### src/rtl/data_mem_responder_pkg.sv
// Shared definitions for the MEM-stage data-memory responder: FSM state encoding and address-map constants.
package data_mem_responder_pkg;

    typedef enum logic [1:0] {
        S_IDLE = 2'd0,
        S_BUSY = 2'd1,
        S_DONE = 2'd2
    } dmem_state_e;

    localparam int unsigned DMEM_WORD_BYTES        = 4;
    localparam int unsigned DMEM_DEFAULT_BASE_ADDR = 1024;

endpackage

### src/rtl/data_mem_responder_dmem_array.sv
// Single-port synchronous word RAM: one write or one registered read per enabled cycle.
module data_mem_responder_dmem_array #(
    parameter int unsigned DEPTH_WORDS = 64,
    parameter int unsigned IDX_W       = $clog2(DEPTH_WORDS)
) (
    input  logic             clk,
    input  logic             i_en,
    input  logic             i_we,
    input  logic [IDX_W-1:0] i_idx,
    input  logic [31:0]      i_wdata,
    output logic [31:0]      o_rdata
);

    logic [31:0] r_mem [DEPTH_WORDS];
    logic [31:0] r_rdata;

    // NOTE: the array and its read register carry no reset; contents must survive rst and a reset loop would block RAM inference.
    always_ff @(posedge clk) begin
        if (i_en) begin
            if (i_we) begin
                r_mem[i_idx] <= i_wdata;
            end else begin
                r_rdata <= r_mem[i_idx];
            end
        end
    end

    assign o_rdata = r_rdata;

endmodule

### src/rtl/data_mem_responder.sv
// Fixed-latency data-memory responder for the MEM stage: stalls the pipeline until a load/store completes.
// Optional DMEM_RANGE_ERR_EN adds an err output and suppresses out-of-range accesses instead of wrapping.
module data_mem_responder
    import data_mem_responder_pkg::*;
#(
    parameter int unsigned DEPTH_WORDS = 64,
    parameter int unsigned LATENCY     = 3,
    parameter int unsigned BASE_ADDR   = DMEM_DEFAULT_BASE_ADDR
) (
    input  logic        clk,
    input  logic        rst,
    input  logic        mem_r_en,
    input  logic        mem_w_en,
    input  logic [31:0] addr,
    input  logic [31:0] wdata,
    output logic [31:0] rdata,
    output logic        ready,
`ifdef DMEM_RANGE_ERR_EN
    output logic        err,
`endif
    output logic        stall
);

    localparam int unsigned IDX_W   = $clog2(DEPTH_WORDS);
    localparam int unsigned BYTE_SH = $clog2(DMEM_WORD_BYTES);
    localparam int unsigned CNT_W   = (LATENCY > 2) ? $clog2(LATENCY - 1) : 1;
    localparam logic [CNT_W-1:0] CNT_INIT = (LATENCY >= 2) ? CNT_W'(LATENCY - 2) : '0;

    dmem_state_e       r_state;
    dmem_state_e       w_next_state;
    logic [CNT_W-1:0]  r_cnt;
    logic [31:0]       r_addr;
    logic [31:0]       r_wdata;
    logic              r_is_store;
    logic              r_last_load;

    logic              w_request;
    logic              w_accept;
    logic              w_commit;
    logic              w_ready;
    logic [31:0]       w_acc_addr;
    logic [31:0]       w_acc_wdata;
    logic              w_acc_store;
    logic              w_acc_fault;
    logic [IDX_W-1:0]  w_acc_idx;
    logic [31:0]       w_arr_rdata;

    function automatic logic [IDX_W-1:0] word_idx(input logic [31:0] a);
        return IDX_W'((a - BASE_ADDR) >> BYTE_SH);
    endfunction

`ifdef DMEM_RANGE_ERR_EN
    // Addresses below BASE_ADDR wrap to a huge offset, so one unsigned test covers both ends.
    function automatic logic out_of_range(input logic [31:0] a);
        return ((a - BASE_ADDR) >> (BYTE_SH + IDX_W)) != 32'd0;
    endfunction
`endif

    assign w_request = mem_r_en | mem_w_en;

    // With LATENCY==1 the array is accessed on the acceptance edge, so the live inputs are used in IDLE.
    assign w_acc_addr  = (r_state == S_IDLE) ? addr     : r_addr;
    assign w_acc_wdata = (r_state == S_IDLE) ? wdata    : r_wdata;
    assign w_acc_store = (r_state == S_IDLE) ? mem_w_en : r_is_store;
    assign w_acc_idx   = word_idx(w_acc_addr);

`ifdef DMEM_RANGE_ERR_EN
    assign w_acc_fault = out_of_range(w_acc_addr);
`else
    assign w_acc_fault = 1'b0;
`endif

    // NOTE: every always_comb output gets a default first so no path leaves a value held, which would infer a latch.
    always_comb begin
        w_next_state = r_state;
        w_accept     = 1'b0;
        w_commit     = 1'b0;
        w_ready      = 1'b0;
        stall        = 1'b0;
        if (!rst) begin
            case (r_state)
                S_IDLE: begin
                    if (w_request) begin
                        stall    = 1'b1;
                        w_accept = 1'b1;
                        if (LATENCY == 1) begin
                            w_next_state = S_DONE;
                            w_commit     = 1'b1;
                        end else begin
                            w_next_state = S_BUSY;
                        end
                    end
                end
                S_BUSY: begin
                    stall = 1'b1;
                    if (r_cnt == '0) begin
                        w_next_state = S_DONE;
                        w_commit     = 1'b1;
                    end
                end
                S_DONE: begin
                    w_ready      = 1'b1;
                    w_next_state = S_IDLE;
                end
                default: w_next_state = S_IDLE;
            endcase
        end
    end

    // NOTE: sequential state uses non-blocking assignments so every register samples pre-edge values.
    always_ff @(posedge clk) begin
        if (rst) begin
            r_state <= S_IDLE;
        end else begin
            r_state <= w_next_state;
        end
    end

    always_ff @(posedge clk) begin
        if (rst) begin
            r_cnt       <= '0;
            r_addr      <= '0;
            r_wdata     <= '0;
            r_is_store  <= 1'b0;
            r_last_load <= 1'b0;
        end else begin
            if (w_accept) begin
                r_cnt      <= CNT_INIT;
                r_addr     <= addr;
                r_wdata    <= wdata;
                r_is_store <= mem_w_en;
            end else if (r_state == S_BUSY && r_cnt != '0) begin
                r_cnt <= r_cnt - CNT_W'(1);
            end
            if (w_commit) begin
                r_last_load <= !w_acc_store && !w_acc_fault;
            end
        end
    end

    data_mem_responder_dmem_array #(
        .DEPTH_WORDS (DEPTH_WORDS),
        .IDX_W       (IDX_W)
    ) u_array (
        .clk     (clk),
        .i_en    (w_commit),
        .i_we    (w_acc_store && !w_acc_fault),
        .i_idx   (w_acc_idx),
        .i_wdata (w_acc_wdata),
        .o_rdata (w_arr_rdata)
    );

    // Stores and faulting loads complete with zero read data, which then holds until the next completion.
    assign rdata = r_last_load ? w_arr_rdata : 32'd0;
    assign ready = w_ready;

`ifdef DMEM_RANGE_ERR_EN
    assign err = w_ready && out_of_range(r_addr);
`endif

endmodule
### config.mk
export PLATFORM = sky130hd
export DESIGN_NAME = data_mem_responder
export DESIGN_NICKNAME = d
export VERILOG_FILES = /design/src/rtl/data_mem_responder_pkg.sv /design/src/rtl/data_mem_responder_dmem_array.sv /design/src/rtl/data_mem_responder.sv
export SDC_FILE = /design/constraint.sdc
export NUM_CORES = 2
export LEC_CHECK = 0
export ABC_AREA = 1
export CELL_PAD_IN_SITES_DETAIL_PLACEMENT = 1
export CELL_PAD_IN_SITES_GLOBAL_PLACEMENT = 2
export CORE_ASPECT_RATIO = 1.2
export CORE_MARGIN = 4
export CORE_UTILIZATION = 42
export DETAILED_ROUTE_END_ITERATION = 12
export GPL_TIMING_DRIVEN = 1
export PLACE_DENSITY_LB_ADDON = 0.1
export SYNTH_ARGS = -nofsm -noshare
export SYNTH_HDL_FRONTEND = slang
export SYNTH_SLANG_ARGS = --single-unit
### constraint.sdc
create_clock -name clk -period 7.3 [get_ports clk]
set_input_delay 1.46 -clock clk [delete_from_list [all_inputs] [get_ports clk]]
set_output_delay 1.46 -clock clk [all_outputs]
set_load 0.05 [all_outputs]
==> flow_metrics.py <==
metrics = {
    "timing": {
        "max_freq_mhz": 199.6,
        "hold_viol": 0,
        "finClkSkew_ps": 35.68,
        "setup_tns_ps": 0,
        "drv_slew": 0,
        "period_needed_ps": 5010,
        "min_period_over_period_pct": 68.62,
        "slew_headroom_pct": 23.06,
        "finalSetupViolCount": 0,
        "grt_setup_unrepaired": "no",
        "tightest_slew_ps": 1151,
    },
    "cts": {
        "hold_buffers": 0,
        "cts_made_buffers": 220,
        "cts-root-buf": "clkbuf_16",
        "cts_setup_buffers": 0,
        "insertion_delay_ps": 880,
        "post_cts.resized_instances": 0,
        "cts.path.max_buffers": 3,
        "h-tree-depth": 4,
        "clock-sinks": 2123,
        "cts_tree": "yes",
        "path_clk_slew_ps": 60,
    },
    "grt": {
        "grt.busiest_layer": "met2",
        "gr-total-overflow": 0,
        "grt_pass1_vias": 67140,
        "grt_usage_pct": 27.92,
        "met3_usage_pct": 2.965,
        "grt_antenna_before_repair": 14,
        "gr-usage-met2_pct": 50.24,
        "grtUsageMet1_pct": 34.59,
        "grt_max_degree": 151,
        "grt_first_pass_wirelength_mm": 455.1,
    },
    "pwr": {
        "p_leak_nw": 41.68,
        "ir_drop_v": 0.0002421,
        "p_total_mw": 31.10,
        "power.density_nw_per_um2": 305.1,
    },
    "floorplanning": {
        "placementRows": 186,
        "die_w_microns": 431.5,
        "dieHeight_microns": 516.2,
        "die-area_sq_um": 222800,
        "initial_utilization_pct": 42.23,
        "core_sq_um": 214100,
        "pin_count": 102,
    },
    "placed_design": {
        "place.gp.congestion": 0.7777,
        "io_buffer_count": 75,
        "dp.final_hpwl_mm": 171.4,
    },
    "finish": {
        "drive_gt1_share_pct": 6.926,
        "areaGrowthSynthToFinish_pct": 12.75,
        "nNetsFinal": 8949,
    },
    "synth": {
        "avgSynthCellArea_sq_um": 10.17,
        "yosysTopAreaCellShare_pct": 69.08,
        "synth-compound-area-share_pct": 0.6712,
        "yosys.area.top_type": "edfxtp_1",
        "ys_seq_area_share_pct": 70.04,
        "synthMuxAreaShare_pct": 0,
        "synth_top_family_by_area": "simple AND/OR/NAND/NOR gates",
        "synthTopCellsByArea": "edfxtp_1 (69%), nand2_1 (21%), nand3_1 (3.9%)",
        "yosys_warnings": 0,
        "synth_xor_area_share_pct": 0,
        "synth.distinct_cells": 27,
        "yosys.area_share.simple_pct": 26.14,
        "synth_nets": 8962,
        "synth-seq-cells": 2123,
        "netlist_area_sq_um": 90410,
        "synthAdderAreaFrac_pct": 0,
        "netlist_instances": 8894,
    },
    "route": {
        "dr.pass1.iters": 6,
        "wirelength_mm": 312.2,
        "routedWlPerCell_microns": 26.25,
        "drt_iter0_markers": 4896,
        "drc": 0,
        "vias_per_cell": 5.390,
        "routed-via-count": 64110,
        "antenna_left": 0,
    },
    "critical_path": {
        "required_ps": 7870,
        "crit_type": "primary input to flop",
        "start_kind": "primary input",
        "arrival_ps": 5580,
        "worst_r2r_path_depth": 7,
        "crit_path_max_fanout": 24,
        "end_kind": "flop",
    },
    "hold_path": {
        "hold_path_class": "flop to flop",
        "holdPathStages": 2,
    },
    "flow_run": {
        "max_cap_viol_count": 0,
    },
    "status": {
        "status": "finished, final reports clean",
    },
}
-- metal layers --
metal / share of wire, % / vias to the layer above / wire, microns
met1: 40 / 32910 / 125800
met5: 0.0074 / - / 23
met3: 4.4 / 461 / 13710
met4: 4.3 / 4 / 13300
li1: - / 29260 / -
met2: 51 / 1467 / 159300
-- path summary, 6_finish.rpt --
path / start / end / slack (ps)
setup / recovery: rst / u_array.r_mem[11][30]$_DFFE_PP_ / 2290
hold / removal: r_is_store$_SDFFE_PP0P_ / r_is_store$_SDFFE_PP0P_ / 490
hold reg to reg: r_is_store$_SDFFE_PP0P_ / r_is_store$_SDFFE_PP0P_ / 490
setup reg to reg: r_state[1]$_SDFFE_PP0P_ / u_array.r_mem[11][30]$_DFFE_PP_ / 2580
-- critical path: stages --
cell and delay, ps:
clkdlybuf4s50_1 400, buf_4 230, nor3_2 420, inv_1 170, nor2_2 550, nand3_2 790, nor2_4 1130, buf_4 350
-- cell usage in the layout, fill, tap and decap left out, drive strengths merged --
cell type and count:
a21oi 26, buf 207, bufinv 8, clkbuf 304, clkdlybuf4s50 75, clkinv 91
clkinvlp 3, dfxtp 43, diode 6, edfxtp 2080, inv 130, nand2 5157
nand3 713, nor2 137, nor3 10, nor4 2, o21ai 63, o31ai 17
or2 1
-- registers in the layout (all words and copies together) (netlist names) --
signal,flops
r_state,2
u_array.o_rdata,32
u_array.r_mem,2048
r_cnt,1
r_wdata,32
r_last_load,1
r_is_store,1
r_addr,6
-- logic make-up after synthesis --
kind of cell    after synthesis
flops                      2123
simple gates               6020
compound gates              106
buf+inv                     645
-- power by group --
part | total [mW] | leakage (nW) | internal [mW] | switching (mW)
Clock | 10.8 | 3.28 | 6.02 | 4.75
Combinational | 6.34 | 19.2 | 1.36 | 4.99
Sequential | 14.0 | 19.2 | 14.0 | 0.0266
-- final cells by class --
cell class | count | area, sq um
clock inverters | 104 | 695.7
well taps | 2820 | 3528
flip-flops and latches | 2123 | 63320
fillers | 23340 | 112200
clock buffers | 304 | 6042
repair buffers | 282 | 2618
multi-input cells | 6126 | 25240
inverters | 128 | 480.5
diodes | 6 | 15.01
-- cells in the mapped netlist, drive strengths merged --
cell type  number
o31ai          17
dfxtp          43
edfxtp       2080
or2             1
a21oi          26
clkbuf        165
nor3           10
nor2          137
buf           352
nand2        5157
o21ai          63
inv           128
nor4            2
nand3         713
-- per-stage QoR --
step                      util [%]  hold WS (ps)  area, sq um  setup WS, ps  cells
after floorplan                  -         422.6        90410          1386   8894
after global placement       44.46         452.5        95180          1498  11480
after detailed placement     44.46         478.8        95180          1475  11480
after CTS                    47.60         487.6       101900          2342  11890
after global routing         47.60         512.1       101900          2231  11890
final                        47.61         488.6       101900          2290  11890
No activity file was read; power rests on OpenSTA's default activity.
